$ cat config.mk
export PLATFORM = sky130hd
export DESIGN_NAME = cv32e40x_lsu_txn_tracker
export DESIGN_NICKNAME = d
export VERILOG_FILES = /design/src/rtl/cv32e40x_lsu_txn_tracker.sv
export SDC_FILE = /design/constraint.sdc
export NUM_CORES = 1
export LEC_CHECK = 0
export BUFFER_PORTS_ARGS = -buffer_cell sky130_fd_sc_hd__buf_2
export CAP_MARGIN = 10
export CORE_UTILIZATION = 36
export DETAILED_ROUTE_END_ITERATION = 8
export PLACE_DENSITY = 0.62
export SETUP_SLACK_MARGIN = 0.4
export SLEW_MARGIN = 10
export SYNTH_ARGS = -nofsm -noshare
export SYNTH_HDL_FRONTEND = slang
export SYNTH_SLANG_ARGS = --single-unit
$ cat constraint.sdc
create_clock -name clk -period 4 [get_ports clk]
set_input_delay 0.8 -clock clk [delete_from_list [all_inputs] [get_ports clk]]
set_output_delay 0.8 -clock clk [all_outputs]
set_load 0.01 [all_outputs]
$ cat src/rtl/cv32e40x_lsu_txn_tracker.sv
// rtl/cv32e40x_lsu_txn_tracker.sv - LSU-to-MPU request throttle, outstanding counter and in-order we/last tag FIFO
module cv32e40x_lsu_txn_tracker #(
    parameter int DEPTH = 2
) (
    input  logic             clk,
    input  logic             rst_n,
    input  logic             lsu_trans_valid_i,
    output logic             lsu_trans_ready_o,
    input  logic             lsu_trans_we_i,
    input  logic             lsu_trans_last_i,
    output logic             mpu_trans_valid_o,
    input  logic             mpu_trans_ready_i,
    input  logic             mpu_resp_valid_i,
    input  logic [1:0]       mpu_resp_status_i,
    output logic             one_txn_pend_n_o,
    output logic             lsu_resp_valid_o,
    output logic             lsu_resp_we_o,
    output logic             lsu_resp_last_o,
    output logic [1:0]       lsu_resp_status_o,
    output logic [$clog2(DEPTH+1)-1:0] cnt_o,
    output logic             proto_err_o
);

    localparam int CNT_W = $clog2(DEPTH + 1);
    localparam int PTR_W = (DEPTH > 1) ? $clog2(DEPTH) : 1;
    localparam logic [CNT_W-1:0] FULL_CNT = CNT_W'(DEPTH);
    localparam logic [PTR_W-1:0] LAST_PTR = PTR_W'(DEPTH - 1);

    logic [CNT_W-1:0] cnt_q, cnt_d;
    logic [PTR_W-1:0] wr_ptr_q, wr_ptr_d;
    logic [PTR_W-1:0] rd_ptr_q, rd_ptr_d;
    logic             proto_err_q, proto_err_d;
    logic [1:0]       fifo_q [DEPTH];
    logic [1:0]       fifo_d [DEPTH];

    logic full;
    logic accept;
    logic resp;

    always_comb begin
        full              = (cnt_q == FULL_CNT);
        // Outputs are forced idle while reset is held so nothing is handed on in that cycle.
        mpu_trans_valid_o = rst_n && lsu_trans_valid_i && !full;
        lsu_trans_ready_o = rst_n && mpu_trans_ready_i && !full;
        accept            = lsu_trans_valid_i && lsu_trans_ready_o;
        resp              = rst_n && mpu_resp_valid_i && (cnt_q != '0);

        cnt_d = cnt_q;
        if (accept && !resp) begin
            cnt_d = cnt_q + 1'b1;
        end else if (!accept && resp) begin
            cnt_d = cnt_q - 1'b1;
        end

        wr_ptr_d = wr_ptr_q;
        fifo_d   = fifo_q;
        if (accept) begin
            fifo_d[wr_ptr_q] = {lsu_trans_we_i, lsu_trans_last_i};
            wr_ptr_d         = (wr_ptr_q == LAST_PTR) ? '0 : wr_ptr_q + 1'b1;
        end

        rd_ptr_d = rd_ptr_q;
        if (resp) begin
            rd_ptr_d = (rd_ptr_q == LAST_PTR) ? '0 : rd_ptr_q + 1'b1;
        end

        // A response with nothing outstanding is dropped but remembered until reset.
        proto_err_d = proto_err_q || (rst_n && mpu_resp_valid_i && (cnt_q == '0));

        one_txn_pend_n_o  = (cnt_d == CNT_W'(1));
        lsu_resp_valid_o  = resp;
        lsu_resp_we_o     = fifo_q[rd_ptr_q][1];
        lsu_resp_last_o   = fifo_q[rd_ptr_q][0];
        lsu_resp_status_o = mpu_resp_status_i;
        cnt_o             = cnt_q;
        proto_err_o       = proto_err_q;
    end

    always_ff @(posedge clk) begin
        if (!rst_n) begin
            cnt_q       <= '0;
            wr_ptr_q    <= '0;
            rd_ptr_q    <= '0;
            proto_err_q <= 1'b0;
        end else begin
            cnt_q       <= cnt_d;
            wr_ptr_q    <= wr_ptr_d;
            rd_ptr_q    <= rd_ptr_d;
            proto_err_q <= proto_err_d;
        end
    end

    // Tag storage needs no reset; entries are only read after being written.
    always_ff @(posedge clk) begin
        fifo_q <= fifo_d;
    end

endmodule

Word-level counts from Yosys, hierarchy flattened
Cells that the tools add are included.

Memories: 0. Input port bits: 9. Bits in latches: 0. Bits in writable memories: 0. Memory bits (read-only): 0. Output and inout port bits: 11. Flip-flop bits (word level): 9.

Multiplexer cells: 10. Shifts and indexed selects: 0. Equal/unequal tests: 2. Magnitude comparators: 3. Reduce and logical (&&, ||, !) cells: 17. Bitwise operators: 2. Multipliers: 0. Divide/modulo/power cells: 0. Add/sub/neg operators: 4.

Operators with widths (number): two-way mux 2 bit (6); logical AND 1 bit (11); bitwise mux 4 bit (1); greater-or-equal comparator 2 bit, second input constant (2); NOT 1 -> 2 bit (2); zero test 1 bit (3); adder 1 bit, second input constant (2); adder 2 x 1 -> 2 bit, second input constant (1); demux 2 bit (select 1 bit) (1); equality test 2 x 1 -> 1 bit, second input constant (1); equality test 2 bit, second input constant (1); zero test 2 bit (1); < comparator 2 x 1 -> 1 bit, second input constant (1); two-way mux 1 bit (2); nonzero test 2 bit (1); subtractor 2 x 1 -> 2 bit, second input constant (1); logical OR 1 bit (1).

Longest topological paths before layout
Word-level depth: 9. Gate-level depth with buffers: 6.

Worst setup path after synthesis
No wires, ideal clock.

Path kind: input to output. Start point: in rst_n. End point: out one_txn_pend_n_o. Stages on the path: 5. Path slack: 1.566 ns. Path buffers: 1. Data required time: 3.200 ns. Arrival time: 1.634 ns. Path through: buf_6 > nand3b_4 > inv_1 > and4_4 > a311o_1.

RTL lines: start, declared (line 6) `input logic rst_n,`; logical AND 1 bit (*) (2 in a row) (line 46) `resp = rst_n && mpu_resp_valid_i && (cnt_q != '0);`; net lsu_resp_valid_o (line 16) `output logic lsu_resp_valid_o,`; logical AND 1 bit / zero test 1 bit (equally long branches) (line 51, 49); two-way mux 2 bit / logical AND 1 bit (equally long branches) (line 51, 49); two-way mux 2 bit (*) (line 49) `if (accept && !resp) begin`; equality test 2 x 1 -> 1 bit (*) (line 70) `one_txn_pend_n_o = (cnt_d == CNT_W'(1));`; end, declared (line 15) `output logic one_txn_pend_n_o,`.

The timed path passes the listed nets; every way through them passes the cells marked *.

Worst setup path after layout
Start point: reg cnt_q[0] (netlist: cnt_o[0]). End point: out one_txn_pend_n_o.

Word-level cells in the longest chain between the ends: 9.

Ends and longest elaborated chain: start, declared (line 29) `logic [CNT_W-1:0] cnt_q, cnt_d;`; start signal, assigned (line 86) `cnt_q <= cnt_d;`; equality test 2 bit (line 41) `full = (cnt_q == FULL_CNT);`; zero test 1 bit (line 44) `lsu_trans_ready_o = rst_n && mpu_trans_ready_i && !full;`; logical AND 1 bit (line 44); logical AND 1 bit (line 45) `accept = lsu_trans_valid_i && lsu_trans_ready_o;`; zero test 1 bit (line 51) `end else if (!accept && resp) begin`; logical AND 1 bit (line 51); two-way mux 2 bit (line 51); two-way mux 2 bit (*) (line 49); equality test 2 x 1 -> 1 bit (*) (line 70).

Mark *: on every way between the ends. The rest lies on a longest branch, timed or not.

==> impl_metrics.ini <==
[run_status]
status = finished, final reports clean

[drt]
drtIter0Drc = 2
vias = 349
drt-pass1-iter-count = 3
viasPerCell = 4.65
wire_per_inst_um = 10.9
drc = 0
wirelength_um = 821
antenna_left = 0

[pwr]
ir_drop_mv = 0.325
p_per_area_nw_per_um2 = 543
p_leak_nw = 0.288

[timing]
period_share_pct = 67.9
maxSlewViolCount = 0
tightest_slew_ns = 0.261
rsz0062_at_grt = no
finalSetupTns_ns = 0
holdWs_ns = 0.505
slew-limit-headroom_pct = 82.5
fin_crit_ns = 2.72
finalClockSkew_ns = 0.00369
finalSetupViolations = 0
timing.fmax_mhz = 368
hold_viol = 0

[critical_path]
path_max_fanout = 8
reg2reg_from = cnt_o[0]
cp.arrival_ns = 1.92
r2r_end = fifo_q[3]
r2r_slack_ns = 2.48
critical_path_class = flop to primary output
required_ns = 3.20
crit_path_end = one_txn_pend_n_o
startpoint = cnt_o[0]
end_kind = primary output
cp-start-kind = flop
worstRegToRegCells = 4

[cells_and_area]
n_antenna_cell = 0
final_layout_size_suffix_gt1_share_pct = 40.0
area_growth_pct = 18.6
nets = 72

[clock_tree]
cts_setup_buffers = 0
path_clk_slew_ns = 0.06
cts.sinks = 9
postCtsHoldBufs = 0
cts_tree = done
ctsResizeCount = 0
worstSkewPairLatency_ns = 0.26
cts_inserted_buffers = 3
cts_max_level = 1
clk_path_buf_depth = 2
root_buffer = clkbuf_4

[synth]
synthesis.area_um2 = 504
synth_area_leaders = edfxtp_1 24%, dfxtp_1 20%, mux2_2 6.7%, ha_1 5.0%, nand4b_4 4.7%
synth_top_cell_area_share_pct = 23.8
syn_avg_cell_area_um2 = 11.5
ys_warn_count = 0
synth_seq_cells = 9
yosysTopAreaCell = edfxtp_1
ys_types = 23
synth_fp_nets = 55
syn_inst = 44
ys_seq_area_share_pct = 43.7

[job]
max_cap_violations = 0

[floorplanning]
core_um2 = 1300
die_h_um = 39.4
start_util_pct = 38.8
ios = 20
num_rows = 13
die_w_um = 39.4
dieArea_um2 = 1550

[place]
gp_congestion = 0.705
port_buffers = 15
hpwl_um = 638

[global_routing]
overflow = 0
grt_first_pass_wirelength_um = 1310
grt_usage_pct = 13.5
grt_max_degree = 10
antenna_found_initial = 0
grt_pass1_vias = 327

[min_path]
min_path_type = flop to flop
## cells in the mapped netlist
library cell and number:
dfxtp_1 5, edfxtp_1 4, inv_1 4, mux2_2 3
nand2_1 3, nor2_1 3, and2_1 2, buf_4 2
ha_1 2, mux2i_1 2, xnor2_1 2, a21oi_1 1
a311o_1 1, and3b_1 1, and4_4 1, buf_6 1
nand2b_1 1, nand3b_4 1, nand4b_4 1, nor2b_1 1
nor4_1 1, o21a_1 1, o22ai_1 1
## power by group
part | internal, W | leakage [nW] | total, W | switching (W)
clock | 0.0000385 | 0.0150 | 0.0000710 | 0.0000325
combinational | 0.0000688 | 0.195 | 0.000129 | 0.0000602
sequential | 0.000111 | 0.0775 | 0.000125 | 0.0000139
total | 0.000218 | 0.288 | 0.000325 | 0.000107
## metrics by stage
stage	setup slack [ns]	cell area [um^2]	total power [W]	instances	utilization [%]
final	1.28	598	0.000325	75	46.0
after global routing	1.11	598	0.000350	75	46.0
after CTS	1.26	598	0.000331	75	46.0
after detailed placement	1.32	572	0.000256	71	43.9
after global placement	1.36	572	0.000256	71	43.9
after floorplan	1.57	504	0.000222	44	-
## placed cells by master (no fill, tap or decap), types with 2 or more instances in the layout
cell type / count
mux2_2: 3
ha_1: 2
nor2_1: 3
nand2_1: 3
and2_1: 2
xnor2_1: 2
edfxtp_1: 4
inv_1: 4
clkbuf_4: 3
mux2i_1: 2
dfxtp_1: 5
buf_2: 15
## flip-flops by register name (all words and copies together), names as in the netlist
register	flops
cnt_o	2
fifo_q	4
proto_err_o	1
rd_ptr_q	1
wr_ptr_q	1
## cell families (layout without fill, tap and decap cells)
kind of cell	Yosys count	count (layout)	share of synthesized area, %
adders and majority gates	2	2	4.96
buffers and inverters	7	23	8.19
xor gates and xnor gates	2	2	3.47
DFF	9	9	43.7
AOI/OAI and AO/OA	4	4	5.71
muxes	5	5	10.7
and+or+nand+nor	15	15	23.3
## worst min path at each step
| stage | end | start | cells after the start |
|---|---|---|---|
| floorplan | cnt_o[0] | cnt_o[0] | 1 |
| global placement | proto_err_o | proto_err_o | 2 |
| detailed placement | proto_err_o | proto_err_o | 2 |
| CTS | proto_err_o | proto_err_o | 2 |
| global route | proto_err_o | proto_err_o | 2 |
| finish | proto_err_o | proto_err_o | 2 |
## layout make-up
class                   instances  area (um^2)
repair buffers                 15         75.1
fillers                       130          703
inverters                       4         15.0
well taps                      15         18.8
clock buffers                   4         26.3
flip-flops and latches          9          220
multi-input cells              28          243
## worst max-delay path, stage by stage (launching register included)
cell and delay [ns]:
dfxtp_1 0.40, inv_1 0.10, ha_1 0.23, nand4b_4 0.23, xnor2_1 0.20, a311o_1 0.35, buf_2 0.14
## metal layers
metal	share of wire [%]	vias to the layer above	wire [um]	global-route usage [%]
li1	-	185	-	-
met1	42	151	346	13.1
met4	0	0	0	5.17
met3	9.9	0	81	8.52
met2	48	13	394	22.5
met5	0	-	0	0
No activity file was read; power rests on OpenSTA's default activity.
